**config.mk**
```make
export PLATFORM = sky130hd
export DESIGN_NAME = rx_frame_timer
export DESIGN_NICKNAME = d
export VERILOG_FILES = /design/src/rtl/rx_frame_timer.sv
export SDC_FILE = /design/constraint.sdc
export NUM_CORES = 1
export LEC_CHECK = 0
export BUFFER_PORTS_ARGS = -buffer_cell sky130_fd_sc_hd__buf_2
export CORE_UTILIZATION = 29
export CTS_CLUSTER_SIZE = 40
export DETAILED_ROUTE_END_ITERATION = 6
export SLEW_MARGIN = 20
export SYNTH_ARGS = -nofsm -noshare
export SYNTH_HDL_FRONTEND = slang
export SYNTH_SLANG_ARGS = --single-unit
```
**constraint.sdc**
```tcl
create_clock -name clk -period 5.6 [get_ports clk]
set_input_delay 0.56 -clock clk [delete_from_list [all_inputs] [get_ports clk]]
set_output_delay 0.56 -clock clk [all_outputs]
set_load 0.02 [all_outputs]
```
**src/rtl/rx_frame_timer.sv**
```systemverilog
// rx_frame_timer: edge/bit timing for a UART receiver frame.
// Counts oversampling clocks within each bit and bits within the frame.
// Takes a three-point majority vote around the bit centre.
// Flags frame completion, frame abort and illegal configuration.
module rx_frame_timer #(
  parameter int PRESCALE_W = 6,
  parameter int BIT_CNT_W  = 4
) (
  input  logic                  clk,
  input  logic                  rst,
  input  logic                  enable,
  input  logic [PRESCALE_W-1:0] prescale,
  input  logic [3:0]            data_bits,
  input  logic                  par_en,
  input  logic                  stop2,
  input  logic                  rx_in,
  output logic [PRESCALE_W-1:0] edge_cnt,
  output logic [BIT_CNT_W-1:0]  bit_cnt,
  output logic                  sample_valid,
  output logic                  sampled_bit,
  output logic                  frame_done,
  output logic                  frame_abort,
  output logic                  cfg_err,
  output logic                  busy
);

  typedef enum logic [1:0] {
    IDLE = 2'd0,
    RUN  = 2'd1,
    ERR  = 2'd2
  } state_e;

  state_e                state_q,       state_d;
  logic [PRESCALE_W-1:0] edgeCnt_q,     edgeCnt_d;
  logic [BIT_CNT_W-1:0]  bitCnt_q,      bitCnt_d;
  logic [PRESCALE_W-1:0] presc_q,       presc_d;
  logic [3:0]            dataBits_q,    dataBits_d;
  logic                  parEn_q,       parEn_d;
  logic                  stop2_q,       stop2_d;
  logic [1:0]            samples_q,     samples_d;
  logic                  sampleValid_q, sampleValid_d;
  logic                  sampledBit_q,  sampledBit_d;
  logic                  frameDone_q,   frameDone_d;
  logic                  frameAbort_q,  frameAbort_d;
  logic                  cfgErr_q,      cfgErr_d;
  logic                  busy_q,        busy_d;

  logic                  cfgLegal;
  logic [PRESCALE_W-1:0] lastEdge;
  logic [PRESCALE_W-1:0] midEdge;
  logic [PRESCALE_W-1:0] preMidEdge;
  logic [PRESCALE_W-1:0] postMidEdge;
  logic [BIT_CNT_W-1:0]  lastBit;
  logic                  voteBit;

  // Judge the live configuration inputs; only consulted when a frame is requested
  always_comb begin
    cfgLegal = (prescale >= PRESCALE_W'(4)) &&
               (data_bits >= 4'd5) &&
               (data_bits <= 4'd8);
  end

  // Frame geometry derived from the shadow copy so mid-frame input changes cannot disturb it
  always_comb begin
    lastEdge    = presc_q - PRESCALE_W'(1);
    midEdge     = presc_q >> 1;
    preMidEdge  = midEdge - PRESCALE_W'(1);
    postMidEdge = midEdge + PRESCALE_W'(1);
    lastBit     = BIT_CNT_W'(dataBits_q) + BIT_CNT_W'(parEn_q) +
                  BIT_CNT_W'(stop2_q) + BIT_CNT_W'(1);
  end

  // Two-of-three vote: the first two captures are stored, the third is the live line
  always_comb begin
    voteBit = (samples_q[0] & samples_q[1]) |
              (samples_q[0] & rx_in) |
              (samples_q[1] & rx_in);
  end

  // Next state and next register values; pulses and counters fall back to zero by default
  always_comb begin
    state_d       = state_q;
    edgeCnt_d     = '0;
    bitCnt_d      = '0;
    presc_d       = presc_q;
    dataBits_d    = dataBits_q;
    parEn_d       = parEn_q;
    stop2_d       = stop2_q;
    samples_d     = samples_q;
    sampleValid_d = 1'b0;
    sampledBit_d  = sampledBit_q;
    frameDone_d   = 1'b0;
    frameAbort_d  = 1'b0;
    cfgErr_d      = 1'b0;

    unique case (state_q)
      IDLE: begin
        if (enable) begin
          if (cfgLegal) begin
            presc_d    = prescale;
            dataBits_d = data_bits;
            parEn_d    = par_en;
            stop2_d    = stop2;
            edgeCnt_d  = PRESCALE_W'(1);
            state_d    = RUN;
          end else begin
            cfgErr_d = 1'b1;
            state_d  = ERR;
          end
        end
      end

      RUN: begin
        if (!enable) begin
          frameAbort_d = 1'b1;
          state_d      = IDLE;
        end else begin
          if (edgeCnt_q == preMidEdge) begin
            samples_d[0] = rx_in;
          end
          if (edgeCnt_q == midEdge) begin
            samples_d[1] = rx_in;
          end
          if (edgeCnt_q == postMidEdge) begin
            sampledBit_d  = voteBit;
            sampleValid_d = 1'b1;
          end

          if (edgeCnt_q == lastEdge) begin
            edgeCnt_d = '0;
            if (bitCnt_q == lastBit) begin
              bitCnt_d    = '0;
              frameDone_d = 1'b1;
              state_d     = IDLE;
            end else begin
              bitCnt_d = bitCnt_q + BIT_CNT_W'(1);
            end
          end else begin
            edgeCnt_d = edgeCnt_q + PRESCALE_W'(1);
            bitCnt_d  = bitCnt_q;
          end
        end
      end

      ERR: begin
        if (!enable) begin
          state_d = IDLE;
        end
      end

      default: begin
        state_d = IDLE;
      end
    endcase

    busy_d = (state_d == RUN);
  end

  // State register; reset drops straight back to IDLE
  always_ff @(posedge clk or negedge rst) begin
    if (!rst) begin
      state_q <= IDLE;
    end else begin
      state_q <= state_d;
    end
  end

  // Counters, shadow configuration, vote captures and registered outputs
  always_ff @(posedge clk or negedge rst) begin
    if (!rst) begin
      edgeCnt_q     <= '0;
      bitCnt_q      <= '0;
      presc_q       <= '0;
      dataBits_q    <= '0;
      parEn_q       <= 1'b0;
      stop2_q       <= 1'b0;
      samples_q     <= '0;
      sampleValid_q <= 1'b0;
      sampledBit_q  <= 1'b0;
      frameDone_q   <= 1'b0;
      frameAbort_q  <= 1'b0;
      cfgErr_q      <= 1'b0;
      busy_q        <= 1'b0;
    end else begin
      edgeCnt_q     <= edgeCnt_d;
      bitCnt_q      <= bitCnt_d;
      presc_q       <= presc_d;
      dataBits_q    <= dataBits_d;
      parEn_q       <= parEn_d;
      stop2_q       <= stop2_d;
      samples_q     <= samples_d;
      sampleValid_q <= sampleValid_d;
      sampledBit_q  <= sampledBit_d;
      frameDone_q   <= frameDone_d;
      frameAbort_q  <= frameAbort_d;
      cfgErr_q      <= cfgErr_d;
      busy_q        <= busy_d;
    end
  end

  assign edge_cnt     = edgeCnt_q;
  assign bit_cnt      = bitCnt_q;
  assign sample_valid = sampleValid_q;
  assign sampled_bit  = sampledBit_q;
  assign frame_done   = frameDone_q;
  assign frame_abort  = frameAbort_q;
  assign cfg_err      = cfgErr_q;
  assign busy         = busy_q;

endmodule

```
## Yosys cells after proc, flatten, opt, wreduce, memory -nomap -nowiden

Index checks and enable logic that the tools add are counted.
W data, S select, Z words.

- Flip-flop bits (word level): 32
- Output and inout port bits: 16
- Word-level logic and storage cells: 75

- Add/subtract/negate cells: 8
- Order comparisons: 3
- Eq/ne operators: 9
- Multiplexer cells: 28
- Bitwise operators: 5
- Reductions and logical operators: 7

Operators with widths:

| operator | count |
|---|---|
| $eq A6 B6 Y1 | 3 |
| $mux W4 | 4 |
| $mux W1 | 14 |
| $mux W2 | 6 |
| $mux W6 | 2 |
| $pmux W6 S2 | 1 |
| $reduce_and A3 Y1 | 4 |
| $add A4 B1 Y4 | 2 |
| $add A4 B1 Y4 const B | 2 |
| $add A5 B1 Y6 const B | 1 |
| $add A6 B1 Y6 const B | 1 |
| $eq A6 B5 Y1 | 1 |
| $ge A6 B3 Y1 const B | 1 |
| $pmux W2 S3 | 1 |
| $sub A5 B1 Y6 const B | 1 |
| $sub A6 B1 Y6 const B | 1 |
| $eq A2 B1 Y1 const B | 2 |
| $eq A4 B4 Y1 | 1 |
| $ge A4 B3 Y1 const B | 1 |
| $le A4 B4 Y1 const B | 1 |
| $and A1 B1 Y1 | 3 |
| $ne A3 B3 Y1 const B | 1 |
| $eq A2 B2 Y1 const B | 1 |
| $logic_and A1 B1 Y1 | 2 |
| other kinds (2) | 3 |

## Logic depth before layout (Yosys ltp)

- Depth after elaboration: 9
- Gate-level depth with buffers: 10

## Least setup slack after synthesis

OpenSTA, ideal clock, no wires.

- Path kind: register to register
- Start point: reg dataBits_q[0]
- End point: reg bitCnt_q[2], in the netlist bit_cnt[2]
- Setup time: 0.122 ns
- Arrival: 2.266 ns
- Path slack: 3.213 ns
- Stages on the path, launching flop included: 11
- Clock period less this slack: 2.387 ns
- Cells stage by stage: dfrtp_1 > inv_1 > ha_1 > inv_1 > ha_1 > fa_1 > xor2_1 > nor2_1 > nand4b_1 > a211o_1 > a32o_1

- Cells in the longest elaborated chain, start to end: 8

RTL lines:

| element | line | source |
|---|---|---|
| start, declared | 37 | `logic [3:0] dataBits_q, dataBits_d;` |
| start signal, assigned | 188 | `dataBits_q <= dataBits_d;` |
| $add A4 B1 Y4 (2 in a row) | 69 | `lastBit = BIT_CNT_W'(dataBits_q) + BIT_CNT_W'(parEn_q) +` |
| $add A4 B1 Y4 | 70 | `BIT_CNT_W'(stop2_q) + BIT_CNT_W'(1);` |
| $eq A4 B4 Y1 | 131 | `if (bitCnt_q == lastBit) begin` |
| $mux W4 | 131 |  |
| $mux W4 | 129 | `if (edgeCnt_q == lastEdge) begin` |
| $mux W4 | 114 | `if (!enable) begin` |
| $mux W4 | 96 | `unique case (state_q)` |
| end signal, assigned | 186 | `bitCnt_q <= bitCnt_d;` |
| end, declared | 35 | `logic [BIT_CNT_W-1:0] bitCnt_q, bitCnt_d;` |

No other way between the ends. The select of a mux whose other input is x is not followed.
A chain may end at the register's enable or synchronous reset.

## Worst setup path after layout

Ends and elaborated chain as after synthesis.

==> summary by stage <==
Status
The run finished, with violations left. The checks that failed: design-rule violations.

Clock network
The number of clock buffers added by TritonCTS is 5. The CTS clock-pin slew for the worst setup and hold paths is 70 ps. The number of setup buffers added after CTS is 0. The maximum level of the CTS H-tree is 2. For the worst-skew pair, the clock arrives at the later sink with an insertion delay of around 290 ps.

The number of hold buffers added after CTS was 0. The total of cells resized after clock tree synthesis is 0. The clock net in this run drives a total of 32 sinks. The TritonCTS clock tree is built. The root cell of the clock tree is sky130_fd_sc_hd__clkbuf_8. The clock passes through at most 2 buffers.

STA
Setup violations remaining at the end of the flow were counted as 0. The part of the cycle the worst path needs is between 40% and 50%. The number of slew-limit violations in the final report is 0. The minimum period implied by the final worst setup slack is 2560 ps.

The clock arrives with around 11 ps of skew. For the pin with the worst max-slew slack, the measured transition is roughly 750 ps. Timing would allow up to 391 MHz. The total negative slack for setup checks is 0 ps. Setup repair after global routing left no endpoint under its margin.

The final-report hold violation count came to 0. The relative max-transition margin is 49.3%. In the post-route analysis, the smallest setup slack over all paths is 3040 ps.

Pwr
The power density relative to cell area is 356 nW/um^2. The clock network burns 29.6% of the power. The worst ir drop on vdd is approximately 0.12 mV. The overall power is 0.819 mW. The analysis attributes to net switching a power of approximately 0.28 mW. In this run, flip-flops and latches consume 38.0% of the power.

The combinational power share is 32.5%. The switching fraction of total power is between 30 and 40%. The standby leakage power is roughly 1.1 nW. The internal power consumption is approximately 0.54 mW.

Die
The die span in x is about 84 um. The number of top-level design ports is 32. The row count is 29. The core region is ~6500 um^2. The total die area is 7100 um^2.

The starting density of the core is 30.4%. Measured along the y axis, the die boundary spans about 84 um.

Cells and area
After filler insertion, the fill cell instance count of the layout stands at 672. Once layout is done, the placed cells without fillers occupy roughly 2300 um^2. The layout net count is about 250. The post-route netlist has around 24% of its cells at a drive strength greater than 1. The final antenna diode count is 0. The post-synthesis to final-layout area growth is 17.1%. The number of standard cells in the final layout excluding fillers is between 300 and 400.

Place
At the end of routability-driven placement, the weighted congestion stood at between 0.7 and 0.8. Prior to clock tree synthesis, the placed netlist has a worst setup slack of a little under 3000 ps. The number of I/O port buffers is 31.

Once detailed placement completed, the half-perimeter wirelength came to 3060 um. After detailed placement, the design holds a cell count of 295. The post-detailed-placement cell area is approximately 2200 um^2.

Job
The max capacitance violation total is 0.

Logic synthesis
Synthesis inferred 32 register bits. In the synthesized netlist, the cells that appear most often are sky130_fd_sc_hd__dfrtp_1 (32), sky130_fd_sc_hd__xnor2_1 (14), sky130_fd_sc_hd__inv_1 (12), sky130_fd_sc_hd__xor2_1 (12). The most common cell in the netlist is sky130_fd_sc_hd__dfrtp_1. The total nets after synthesis is approximately 220. The synthesized area is ~2000 um^2.

Yosys mapped a number of flops with a built-in enable equal to 0. Of the post-synthesis cell area, the dominant cell type holds 40.8%. Synthesis produced a netlist whose cell count is approximately 200. In this run the mean area of a mapped cell was ~10 um^2. The proportion of synthesized flip-flops having asynchronous set or reset is 100%. The count of cell types in the netlist is 42. sky130_fd_sc_hd__dfrtp_1 takes more of the synthesized area than any other cell.

Sorting the synthesized cells by area gives the leading types as sky130_fd_sc_hd__dfrtp_1 (41%), sky130_fd_sc_hd__xnor2_1 (6.2%), sky130_fd_sc_hd__ha_1 (5.7%), sky130_fd_sc_hd__xor2_1 (5.4%), sky130_fd_sc_hd__mux2_2 (4.6%). For this run, the number of Yosys warnings is 0. In the synthesized netlist the dominant register cell turns out to be sky130_fd_sc_hd__dfrtp_1. The share of the yosys chip area belonging to registers is just over 40%.

GRT
Entering global routing, the biggest net connects 33 pins. The first global-routing pass estimated ~7300 um of wire. The initial antenna violation count is 0.

The total congestion overflow after global routing is 0. The via count of the first global-routing pass was 1505. Global routing used 13.0% of the available tracks across all layers.

Drt
The average routed wire per standard cell is roughly 14 um. The number of search-and-repair iterations in the first detailed-routing pass is 6. The routed layout has between 1000 and 1500 vias. For this block, the initial DRC count from the detailed router was 62.

After detailed routing, the number of remaining DRC violations is 6. The final routed wirelength across all metal layers is roughly 4100 um. The count of antenna-violating nets left after detailed routing is 0. The ratio of routed vias to standard cells is 4.90.

Worst setup path
Traced cell by cell, the critical path runs through inv_1 > ha_1 > inv_1 > ha_1 > fa_1 > xor2_1 > nor2_1 > nand4b_1 > a211o_1 > a32o_1. The count of buffering cells on the critical path with inverters included is 2. On the critical path the largest part of the delay comes from adder cells. The number of cells on the worst reg-to-reg path is 10. In this run the worst path has a maximum fanout of 7.

The slowest stage of the critical path is the sky130_fd_sc_hd__fa_1 cell. The category of the critical setup timing path is reg2reg. STA puts the critical path data required time at about 5800 ps. STA classifies the critical path endpoint as a register. The number of cells on the critical path is 10. The stage delay of the slowest cell on the critical path is roughly 450 ps.

The critical path arrival is roughly 2700 ps. The worst reg-to-reg setup slack is 3040 ps. The critical path launch point type is a register.

Min path
The class of the tightest hold or removal check is in2async.
## metrics by stage
step	hold WS [ps]	util (%)
after CTS	351	35.5
after global routing	385	35.6
after global placement	435	33.5
final	321	35.6
after detailed placement	458	33.5
after floorplan	264	-
## flip-flops by register name, summed over array words and instances, names as in the netlist
name and count:
bit_cnt 4, parEn_q 1, busy 1, cfg_err 1, frame_abort 1, sample_valid 1, sampled_bit 1, stop2_q 1
state_q 2, dataBits_q 4, samples_q 2, presc_q 6, frame_done 1, edge_cnt 6
## routing by layer
| metal | vias up | share of wire [%] | global-route usage, % | wire length [um] |
|---|---|---|---|---|
| met4 | 0 | 1.5 | 4.70 | 63 |
| met1 | 708 | 50 | 17.1 | 2040 |
| met2 | 24 | 45 | 20.8 | 1860 |
| li1 | 749 | - | - | - |
| met3 | 5 | 3.4 | 2.95 | 141 |
| met5 | - | 0 | 0 | 0 |
## power by group through the flow
stage	registers, mW	clock network (mW)	logic (mW)
floorplan	0.294	0	0.233
global placement	0.314	0	0.259
detailed placement	0.315	0	0.269
CTS	0.311	0.247	0.269
global route	0.318	0.257	0.310
finish	0.311	0.242	0.266
## cell families (layout without fill, tap and decap cells)
logic type      after synthesis  count (layout)  share of synthesized area (%)
simple gates                 63              63                           17.7
compound gates               35              35                           13.0
fa+ha+maj                    11              11                           7.27
mux                           8               8                           4.59
flops                        32              32                           40.8
xor+xnor                     26              26                           11.6
buf+inv                      21              51                           5.03
## layout by cell type (no fill, tap or decap), types with 3 or more instances in the layout
cell type	Yosys	layout
sky130_fd_sc_hd__a211o_1	4	4
sky130_fd_sc_hd__a21oi_1	9	9
sky130_fd_sc_hd__and3_1	7	7
sky130_fd_sc_hd__buf_2	3	31
sky130_fd_sc_hd__clkbuf_8	0	7
sky130_fd_sc_hd__dfrtp_1	32	32
sky130_fd_sc_hd__ha_1	9	9
sky130_fd_sc_hd__inv_1	12	12
sky130_fd_sc_hd__mux2_2	8	8
sky130_fd_sc_hd__nand2_1	9	9
sky130_fd_sc_hd__nand3_1	9	9
sky130_fd_sc_hd__nor2_1	10	10
sky130_fd_sc_hd__nor3_1	10	9
sky130_fd_sc_hd__nor3b_1	3	3
sky130_fd_sc_hd__nor4_1	3	3
sky130_fd_sc_hd__o21ai_0	10	10
sky130_fd_sc_hd__xnor2_1	14	14
sky130_fd_sc_hd__xor2_1	12	12
## final cells by class
cell class	instances	area [um^2]	share of cell area, %
clock buffers	7	96.3	4.19
clock inverters	1	30.0	1.31
inverters	12	45.0	1.96
multi-input cells	143	1070	46.8
flip-flops and latches	32	801	34.8
well taps	77	96.3	4.19
repair buffers	31	155	6.75
## path summary, 6_finish.rpt
path	from	end
min in group clk	state_q[1]	frame_abort
hold reg to reg	state_q[1]	frame_abort
setup reg to reg	dataBits_q[0]	bit_cnt[2]
hold / removal	rst	sample_valid
setup / recovery	dataBits_q[0]	bit_cnt[2]
max in group asynchronous	rst	presc_q[4]
Note: power is estimated with default switching activity, not from simulation.
